===== config.mk =====
export PLATFORM = sky130hd
export DESIGN_NAME = rv_muldiv_unit
export DESIGN_NICKNAME = d
export VERILOG_FILES = /design/src/rtl/rv_muldiv_pkg.sv /design/src/rtl/rv_div_iter.sv /design/src/rtl/rv_muldiv_unit.sv
export SDC_FILE = /design/constraint.sdc
export NUM_CORES = 2
export LEC_CHECK = 0
export BUFFER_PORTS_ARGS = -buffer_cell sky130_fd_sc_hd__buf_2
export CORE_UTILIZATION = 57
export CTS_CLUSTER_SIZE = 12
export DETAILED_ROUTE_END_ITERATION = 7
export HOLD_SLACK_MARGIN = 0.1
export PLACE_DENSITY = 0.82
export SYNTH_ARGS = -nofsm -noshare
export SYNTH_HDL_FRONTEND = slang
export SYNTH_SLANG_ARGS = --single-unit
export TNS_END_PERCENT = 1

===== constraint.sdc =====
create_clock -name clk -period 10.1 [get_ports clk]
set_clock_uncertainty 0.1 [all_clocks]
set_input_delay 1.515 -clock clk [delete_from_list [all_inputs] [get_ports clk]]
set_output_delay 1.515 -clock clk [all_outputs]
set_load 0.005 [all_outputs]

===== src/rtl/rv_muldiv_pkg.sv =====
// Shared definitions for the RISC-V M-extension execute unit.
// Holds the funct3 op encodings, the FSM state type and
// XLEN-independent op-decoding helpers.
package rv_muldiv_pkg;

    localparam int unsigned OP_W = 3;

    localparam logic [OP_W-1:0] OP_MUL    = 3'd0;
    localparam logic [OP_W-1:0] OP_MULH   = 3'd1;
    localparam logic [OP_W-1:0] OP_MULHSU = 3'd2;
    localparam logic [OP_W-1:0] OP_MULHU  = 3'd3;
    localparam logic [OP_W-1:0] OP_DIV    = 3'd4;
    localparam logic [OP_W-1:0] OP_DIVU   = 3'd5;
    localparam logic [OP_W-1:0] OP_REM    = 3'd6;
    localparam logic [OP_W-1:0] OP_REMU   = 3'd7;

    typedef enum logic [1:0] {
        ST_IDLE = 2'd0,
        ST_MUL  = 2'd1,
        ST_DIV  = 2'd2,
        ST_DONE = 2'd3
    } state_e;

    // rs1 is treated as two's complement
    function automatic logic is_signed_a(input logic [OP_W-1:0] op);
        return (op == OP_MULH) || (op == OP_MULHSU) || (op == OP_DIV) || (op == OP_REM);
    endfunction

    // rs2 is treated as two's complement
    function automatic logic is_signed_b(input logic [OP_W-1:0] op);
        return (op == OP_MULH) || (op == OP_DIV) || (op == OP_REM);
    endfunction

    function automatic logic is_div(input logic [OP_W-1:0] op);
        return op[2];
    endfunction

    function automatic logic is_rem(input logic [OP_W-1:0] op);
        return (op == OP_REM) || (op == OP_REMU);
    endfunction

endpackage


===== src/rtl/rv_div_iter.sv =====
// Radix-2 restoring divider on unsigned magnitudes.
// Ports: clk, rst (sync, active-high), kill (abort), start (load operands),
//        dividend/divisor (magnitudes), done (level, set after XLEN iterations),
//        quotient/remainder (magnitudes, valid while done).
module rv_div_iter
    import rv_muldiv_pkg::*;
#(
    parameter int unsigned XLEN = 32
) (
    input  logic            clk,
    input  logic            rst,
    input  logic            kill,
    input  logic            start,
    input  logic [XLEN-1:0] dividend,
    input  logic [XLEN-1:0] divisor,
    output logic            done,
    output logic [XLEN-1:0] quotient,
    output logic [XLEN-1:0] remainder
);

    localparam int unsigned CNT_W = $clog2(XLEN + 1);

    logic             running;
    logic [CNT_W-1:0] cnt;
    logic [XLEN-1:0]  divisor_q;
    logic [XLEN:0]    trial;
    logic [XLEN-1:0]  sub;
    logic             ge;

    // Shift the next dividend bit into the partial remainder and trial-subtract.
    // When trial >= divisor the true difference is below divisor, so XLEN bits suffice.
    always_comb begin
        trial = {remainder, quotient[XLEN-1]};
        ge    = trial >= {1'b0, divisor_q};
        sub   = trial[XLEN-1:0] - divisor_q;
    end

    always_ff @(posedge clk) begin
        if (rst) begin
            running   <= 1'b0;
            done      <= 1'b0;
            cnt       <= '0;
            divisor_q <= '0;
            quotient  <= '0;
            remainder <= '0;
        end else if (kill) begin
            running <= 1'b0;
            done    <= 1'b0;
        end else if (start) begin
            running   <= 1'b1;
            done      <= 1'b0;
            cnt       <= CNT_W'(XLEN);
            divisor_q <= divisor;
            quotient  <= dividend;
            remainder <= '0;
        end else if (running) begin
            remainder <= ge ? sub : trial[XLEN-1:0];
            quotient  <= {quotient[XLEN-2:0], ge};
            cnt       <= cnt - CNT_W'(1);
            if (cnt == CNT_W'(1)) begin
                running <= 1'b0;
                done    <= 1'b1;
            end
        end
    end

endmodule


===== src/rtl/rv_muldiv_unit.sv =====
// RISC-V M-extension execute unit: MUL/MULH/MULHSU/MULHU via a fixed-latency
// multiply path, DIV/DIVU/REM/REMU via an iterative radix-2 divider.
// Ports: clk, rst (sync, active-high), flush (abort in-flight op),
//        req_* (valid/ready request: op, a, b, tag),
//        resp_* (valid/ready response: result, tag, dz = divide-by-zero).
module rv_muldiv_unit
    import rv_muldiv_pkg::*;
#(
    parameter int unsigned XLEN        = 32,
    parameter int unsigned MUL_LATENCY = 2,
    parameter int unsigned TAG_W       = 5
) (
    input  logic             clk,
    input  logic             rst,
    input  logic             flush,
    input  logic             req_valid,
    output logic             req_ready,
    input  logic [2:0]       req_op,
    input  logic [XLEN-1:0]  req_a,
    input  logic [XLEN-1:0]  req_b,
    input  logic [TAG_W-1:0] req_tag,
    output logic             resp_valid,
    input  logic             resp_ready,
    output logic [XLEN-1:0]  resp_result,
    output logic [TAG_W-1:0] resp_tag,
    output logic             resp_dz
);

    localparam int unsigned CNT_W  = (MUL_LATENCY > 1) ? $clog2(MUL_LATENCY) : 1;
    localparam int unsigned PROD_W = 2 * XLEN;
    localparam int unsigned EXT_W  = PROD_W + 2;

    state_e             state_q, state_n;
    logic [OP_W-1:0]    op_q, op_n;
    logic [XLEN-1:0]    a_q, a_n, b_q, b_n;
    logic [TAG_W-1:0]   tag_q, tag_n;
    logic [CNT_W-1:0]   cnt_q, cnt_n;
    logic               req_ready_n, resp_valid_n, resp_dz_n;
    logic [XLEN-1:0]    resp_result_n;
    logic [TAG_W-1:0]   resp_tag_n;

    // Multiply datapath on latched operands; signedness folded into a one-bit extension.
    logic signed [XLEN:0]     a_ext, b_ext;
    logic signed [EXT_W-1:0]  a_wide, b_wide;
    logic signed [PROD_W-1:0] prod;

    always_comb begin
        a_ext  = {is_signed_a(op_q) & a_q[XLEN-1], a_q};
        b_ext  = {is_signed_b(op_q) & b_q[XLEN-1], b_q};
        a_wide = EXT_W'(a_ext);
        b_wide = EXT_W'(b_ext);
        prod   = PROD_W'(a_wide * b_wide);
    end

    // Divider: magnitudes taken from the request so iterations start the cycle after accept.
    logic            div_start, div_done;
    logic [XLEN-1:0] mag_a, mag_b, div_quo, div_rem;

    always_comb begin
        mag_a = (is_signed_a(req_op) && req_a[XLEN-1]) ? -req_a : req_a;
        mag_b = (is_signed_b(req_op) && req_b[XLEN-1]) ? -req_b : req_b;
    end

    rv_div_iter #(
        .XLEN (XLEN)
    ) u_div_iter (
        .clk       (clk),
        .rst       (rst),
        .kill      (flush),
        .start     (div_start),
        .dividend  (mag_a),
        .divisor   (mag_b),
        .done      (div_done),
        .quotient  (div_quo),
        .remainder (div_rem)
    );

    // Special cases and sign fix-up for the divide path.
    logic            b_zero, div_ovf, q_neg, r_neg;
    logic [XLEN-1:0] div_res;

    always_comb begin
        b_zero  = b_q == '0;
        div_ovf = is_signed_a(op_q) && (a_q == {1'b1, {(XLEN-1){1'b0}}}) && (b_q == '1);
        q_neg   = is_signed_a(op_q) && (a_q[XLEN-1] ^ b_q[XLEN-1]);
        r_neg   = is_signed_a(op_q) && a_q[XLEN-1];
        if (is_rem(op_q)) begin
            div_res = r_neg ? -div_rem : div_rem;
        end else begin
            div_res = q_neg ? -div_quo : div_quo;
        end
    end

    // State and registered outputs.
    always_ff @(posedge clk) begin
        if (rst) begin
            state_q     <= ST_IDLE;
            op_q        <= '0;
            a_q         <= '0;
            b_q         <= '0;
            tag_q       <= '0;
            cnt_q       <= '0;
            req_ready   <= 1'b1;
            resp_valid  <= 1'b0;
            resp_result <= '0;
            resp_tag    <= '0;
            resp_dz     <= 1'b0;
        end else begin
            state_q     <= state_n;
            op_q        <= op_n;
            a_q         <= a_n;
            b_q         <= b_n;
            tag_q       <= tag_n;
            cnt_q       <= cnt_n;
            req_ready   <= req_ready_n;
            resp_valid  <= resp_valid_n;
            resp_result <= resp_result_n;
            resp_tag    <= resp_tag_n;
            resp_dz     <= resp_dz_n;
        end
    end

    // Next-state and next-output logic.
    always_comb begin
        state_n       = state_q;
        op_n          = op_q;
        a_n           = a_q;
        b_n           = b_q;
        tag_n         = tag_q;
        cnt_n         = cnt_q;
        resp_result_n = resp_result;
        resp_tag_n    = resp_tag;
        resp_dz_n     = resp_dz;
        div_start     = 1'b0;

        case (state_q)
            ST_IDLE: begin
                if (req_valid) begin
                    op_n      = req_op;
                    a_n       = req_a;
                    b_n       = req_b;
                    tag_n     = req_tag;
                    cnt_n     = CNT_W'(MUL_LATENCY - 1);
                    div_start = is_div(req_op);
                    state_n   = is_div(req_op) ? ST_DIV : ST_MUL;
                end
            end
            ST_MUL: begin
                if (cnt_q == '0) begin
                    state_n       = ST_DONE;
                    resp_result_n = (op_q == OP_MUL) ? prod[XLEN-1:0] : prod[PROD_W-1:XLEN];
                    resp_tag_n    = tag_q;
                    resp_dz_n     = 1'b0;
                end else begin
                    cnt_n = cnt_q - CNT_W'(1);
                end
            end
            ST_DIV: begin
                if (b_zero) begin
                    state_n       = ST_DONE;
                    resp_result_n = is_rem(op_q) ? a_q : '1;
                    resp_tag_n    = tag_q;
                    resp_dz_n     = 1'b1;
                end else if (div_ovf) begin
                    state_n       = ST_DONE;
                    resp_result_n = is_rem(op_q) ? '0 : a_q;
                    resp_tag_n    = tag_q;
                    resp_dz_n     = 1'b0;
                end else if (div_done) begin
                    state_n       = ST_DONE;
                    resp_result_n = div_res;
                    resp_tag_n    = tag_q;
                    resp_dz_n     = 1'b0;
                end
            end
            ST_DONE: begin
                if (resp_ready) begin
                    state_n = ST_IDLE;
                end
            end
            default: state_n = ST_IDLE;
        endcase

        // Flush beats both handshakes and leaves the visible response fields untouched.
        if (flush) begin
            state_n       = ST_IDLE;
            div_start     = 1'b0;
            resp_result_n = resp_result;
            resp_tag_n    = resp_tag;
            resp_dz_n     = resp_dz;
        end

        req_ready_n  = state_n == ST_IDLE;
        resp_valid_n = state_n == ST_DONE;
    end

endmodule


# Word-level counts from Yosys, hierarchy flattened
# Cells that the tools add are included.
# word_totals
register_bits	219
wordCells	129
inputBits	77
out_inout_bits	40
# classes
addsub	7
mul	1
mux	48
n_reduce_logical	32
n_eq_ne	19
bitwise	4
magnitude_cmp	1
# ops
operator	count
two-way mux 32 bit	17
negator 32 bit	4
== test 32 bit, second input constant	2
multiplier 33 x 33 -> 64 bit	1
one-hot mux 32 bit (2 select lines)	1
greater-or-equal comparator 33 x 32 -> 1 bit	1
zero test 32 bit	1
subtractor 32 bit	1
two-way mux 5 bit	4
two-way mux 2 bit	8
== test 3 bit, second input constant	5
two-way mux 1 bit	12
two-way mux 6 bit	2
logical OR 1 bit	11
one-hot mux 5 bit (2 select lines)	1
AND reduction 2 bit	5
one-hot mux 2 bit (4 select lines)	1
== test 2 bit, second input constant	3
== test 3 x 1 -> 1 bit, second input constant	2
== test 3 x 2 -> 1 bit, second input constant	2
== test 6 x 1 -> 1 bit, second input constant	1
logical AND 1 bit	6
nonzero test 2 bit	3
subtractor 6 x 1 -> 6 bit, second input constant	1
13 further kinds	17

# Depth between registers and ports, before layout
# logic_depth
depth_word	11
depth_mapped	36
mapped_depth_nobuf	30

# By module
# From an unflattened synthesis, not the netlist that was laid out.
# hier_totals
hier_cells	6279
hier_area_um2	52633.0
# modules_own_cells
mod	instances	seq_area_each_um2	cells_per_inst	area_each_um2
rv_muldiv_unit	1	2302.2	5497	46518.4
rv_div_iter	1	2082.0	782	6114.6

# Worst setup path before layout
# Ideal clock, no wire load.
# synth_path
path_kind	reg-to-reg
from	register op_q[2]
to	register resp_result[31]
setup_slack_ns	0.969
synth_period_minus_slack_ns	9.131
required_ns	9.930
path_stages_with_launch	34
path_buffers	7
arrival_ns	8.961
setup_time_ns	0.070
cell_sequence	dfxtp_1 clkbuf_1 or3_1 clkbuf_1 and3_1 clkbuf_1 clkbuf_1 clkbuf_1 clkbuf_1 nand2_1 fa_1 inv_1 fa_1 fa_1 inv_1 fa_1 inv_1 fa_1 fa_1 fa_1 inv_1 fa_1 inv_1 ha_1 clkbuf_1 and2_1 nand3_1 nor2_1 nand2_1 o211ai_1 a21oi_1 or4b_2 o31a_1 a21oi_1
# synth_via
elab_chain_cells	11
word_cells_on_any_way	32
classes_between	mul (1); eq/ne (6); mux (11); bitwise (2); reduce/logical (12)
# synth_rtl
item	line	source
from (decl)	rv_muldiv_unit.sv:34	logic [OP_W-1:0] op_q, op_n;
from (signal assigned)	rv_muldiv_unit.sv:110	op_q <= op_n;
parallel branches: the longest is 11 deep, another holds multiplier 33 x 33 -> 64 bit	n/a	
to (signal assigned)	rv_muldiv_unit.sv:117	resp_result <= resp_result_n;
to (decl)	rv_muldiv_unit.sv:24	output logic [XLEN-1:0] resp_result,
# Parallel ways; which one is timed is not known. The select of a mux whose other input is x is not followed.
# A chain may end at the register's enable or synchronous reset.

# Worst setup path after layout
# layout_path
from	register op_q[1]
to	register resp_result[29]
# Same word-level chain as after synthesis.

==> results.py <==
metrics = {
    "run_status": {
        "status": "finished, final reports clean",
    },
    "timing": {
        "fin_crit_ns": 9.26,
        "rsz0062_at_grt": "false",
        "hold_viol": 0,
        "slew_viol_final": 0,
        "worst_slew_pin_slew_ns": 1.27,
        "tns_ns": 0,
        "relSlewSlack": 0.148,
        "setup_viol": 0,
        "fin_crit_sh": 0.917,
        "max_freq_mhz": 108,
    },
    "hold_path": {
        "hold-path-cell-count": 2,
        "hold_path_class": "reg -> reg",
    },
    "cts": {
        "clock_sinks": 219,
        "postCtsResizedCells": 0,
        "numCtsBuffers": 26,
        "ctsRootBufferMaster": "clkbuf_16",
        "post_cts_buffers": 0,
        "hold_buffers": 0,
        "clock_path_buffers": 3,
        "clk_latency_ns": 0.57,
        "clkTransAtPathRegs_ns": 0.07,
        "cts_tree": "yes",
        "cts-htree-levels": 1,
    },
    "route": {
        "drtIter0Drc": 4321,
        "drc": 0,
        "drtPass1Iterations": 8,
        "routedWlPerCell_um": 22.0,
        "routed_via_density": 5.95,
        "antenna_left": 0,
        "drt-total-wl_um": 160000,
        "vias": 43100,
    },
    "pwr": {
        "p_leak_nw": 25.4,
        "clkPwrFrac": 0.206,
        "power_density_nw_per_um2": 87.9,
        "sw_frac_of_total": 0.483,
        "intPower_mw": 2.47,
        "p_switching_mw": 2.31,
        "p_total_mw": 4.78,
        "max-vdd-ir-drop_uv": 117,
        "p_comb_frac": 0.576,
        "p_seq_frac": 0.218,
    },
    "critical_path": {
        "worstPathArrival_ns": 9.67,
        "reg2regPathDepth": 29,
        "required_ns": 10.51,
        "path_class": "reg -> reg",
        "cp_common_cell": "fa_1",
        "crit_path_start_kind": "flop",
        "cp_slowest_stage_delay_ns": 0.85,
        "crit_fanout": 29,
        "critPathSlowestCell": "fa_1",
        "end_kind": "flop",
    },
    "grt": {
        "grt_pass1_wl_um": 251000,
        "grt.overflow.total": 0,
        "grt_use_total": 0.358,
        "grt_pass1_vias": 44800,
        "antenna_found_initial": 8,
        "grt_max_degree": 73,
    },
    "synth": {
        "yosysTopAreaCell": "fa_1",
        "async_flop_share": 0,
        "ys_types": 82,
        "synthCells": 6146,
        "synth.top_cell.area_share": 0.435,
        "synth_area_um2": 51800,
        "synth-main-ff-cell": "dfxtp_1",
        "synth_area_leaders": "fa_1 (44%), inv_1 (9.0%), dfxtp_1 (8.5%)",
        "synth_common_cells": "inv_1 (1,236), nand2_1 (1,133), fa_1 (1,126), clkbuf_1 (374), and2_1 (324)",
        "synth_most_common_cell": "inv_1",
        "avgSynthCellArea_um2": 8.43,
        "syn_nets": 7604,
        "yosysWarnings": 0,
        "yosysSeqAreaShare": 0.0846,
        "synth_edf_count": 0,
        "synth-seq-cells": 219,
    },
    "placement": {
        "placed_cell_area_um2": 53500,
        "detailedPlacementHpwl_um": 131000,
        "dp.cells": 7190,
        "gp_congestion": 1.08,
        "port_buffers": 116,
    },
    "floorplanning": {
        "initial_core_util": 0.576,
        "dieArea_um2": 92100,
        "core_area_um2": 90000,
        "io_pins": 117,
        "row_count": 110,
        "die-height_um": 303,
        "die_x_um": 303,
    },
    "cells_and_area": {
        "areaGrowthSynthToFinish_pct": 4.98,
        "stdcell_count": 7243,
        "nFillCells": 7681,
        "nNetsFinal": 7500,
        "layout-drive-gt1-share": 0.0576,
        "final_area_um2": 54400,
    },
    "run": {
        "cap_viol_max_count": 0,
    },
}
path summary, 6_finish.rpt:
check	start	endpoint	slack, ns
worst max-delay path	op_q[1]$_SDFFE_PP0P_	resp_result[29]$_SDFFE_PP0P_	0.84
worst min-delay path	resp_tag[4]$_SDFFE_PP0P_	resp_tag[4]$_SDFFE_PP0P_	0.35
worst max register to register	op_q[1]$_SDFFE_PP0P_	resp_result[29]$_SDFFE_PP0P_	0.84
worst min register to register	resp_tag[4]$_SDFFE_PP0P_	resp_tag[4]$_SDFFE_PP0P_	0.35
registers in the layout, indices dropped and copies added (netlist names):
| signal | cells |
|---|---|
| a_q | 32 |
| b_q | 32 |
| cnt_q | 1 |
| op_q | 3 |
| req_ready | 1 |
| resp_dz | 1 |
| resp_result | 32 |
| resp_tag | 5 |
| resp_valid | 1 |
| state_q | 2 |
| tag_q | 5 |
| u_div_iter.cnt | 6 |
| u_div_iter.divisor_q | 32 |
| u_div_iter.done | 1 |
| u_div_iter.quotient | 32 |
| u_div_iter.remainder | 32 |
| u_div_iter.running | 1 |
power by group through the flow:
| stage | registers [mW] | logic, mW | clock network, mW |
|---|---|---|---|
| global placement | 1.05 | 2.62 | 0 |
| finish | 1.04 | 2.75 | 0.986 |
| floorplan | 0.954 | 1.86 | 0 |
| CTS | 1.03 | 2.70 | 0.983 |
| global route | 1.04 | 3.00 | 1.01 |
| detailed placement | 1.05 | 2.68 | 0 |
cells in the final DEF (no fill, tap or decap), types with 48 or more instances in the layout:
cell and n:
o21ai_0 174, a21oi_1 254, buf_2 115, dfxtp_1 218
xnor2_1 111, fa_1 1126, and2_1 323, nand2_1 1132
inv_1 1236, a211oi_1 48, buf_4 143, nor3_1 52
nor2_1 201, xor2_1 102, ha_1 255
logic make-up (layout without fill, tap and decap cells):
| kind of cell | after synthesis | count (layout) | synth area share |
|---|---|---|---|
| simple gates | 1924 | 1924 | 0.168 |
| flops | 219 | 219 | 0.0846 |
| xor+xnor | 214 | 214 | 0.0363 |
| other cells | 0 | 7 | 0 |
| compound gates | 755 | 755 | 0.0914 |
| buf+inv | 1628 | 1542 | 0.118 |
| fa+ha+maj | 1381 | 1381 | 0.497 |
| mux | 25 | 25 | 0.00488 |
metrics by stage:
| stage | hold WS [ns] | worst slack (ns) | utilization |
|---|---|---|---|
| detailed placement | 0.343 | 0.981 | 0.594 |
| floorplan | 0.332 | 0.969 | - |
| CTS | 0.351 | 0.940 | 0.604 |
| global placement | 0.337 | 1.18 | 0.594 |
| finish | 0.349 | 0.842 | 0.604 |
| global route | 0.373 | 0.375 | 0.604 |
layer usage:
layer  vias up  part of all wire  routed length [µm]  track usage
met5         -           0.00025                  40            0
met4         6             0.078               12500        0.227
met3       642              0.11               17300       0.0733
met2      2541              0.45               71900        0.562
met1     21500              0.36               57800        0.453
li1      18400                 -                   -            -
cell type report:
type / instances / area, µm² / share of cell area
Antenna cell: 7 / 17.5 / 0.000322
Clock buffer: 36 / 749 / 0.0138
Clock inverter: 10 / 115 / 0.00212
Inverter: 1236 / 4640 / 0.0853
Multi-Input combinational cell: 4299 / 41300 / 0.760
Sequential cell: 219 / 4390 / 0.0806
Tap cell: 1176 / 1470 / 0.0271
Timing Repair Buffer: 260 / 1680 / 0.0309
critical path: cells and delay by family (launching register included):
kind | cells | cell delay [ns]
fa+ha+maj | 9 | 5.06
compound gates | 10 | 1.92
flops | 1 | 0.38
buf+inv | 6 | 1.05
simple gates | 4 | 0.68
Note: power is estimated with default switching activity, not from simulation.
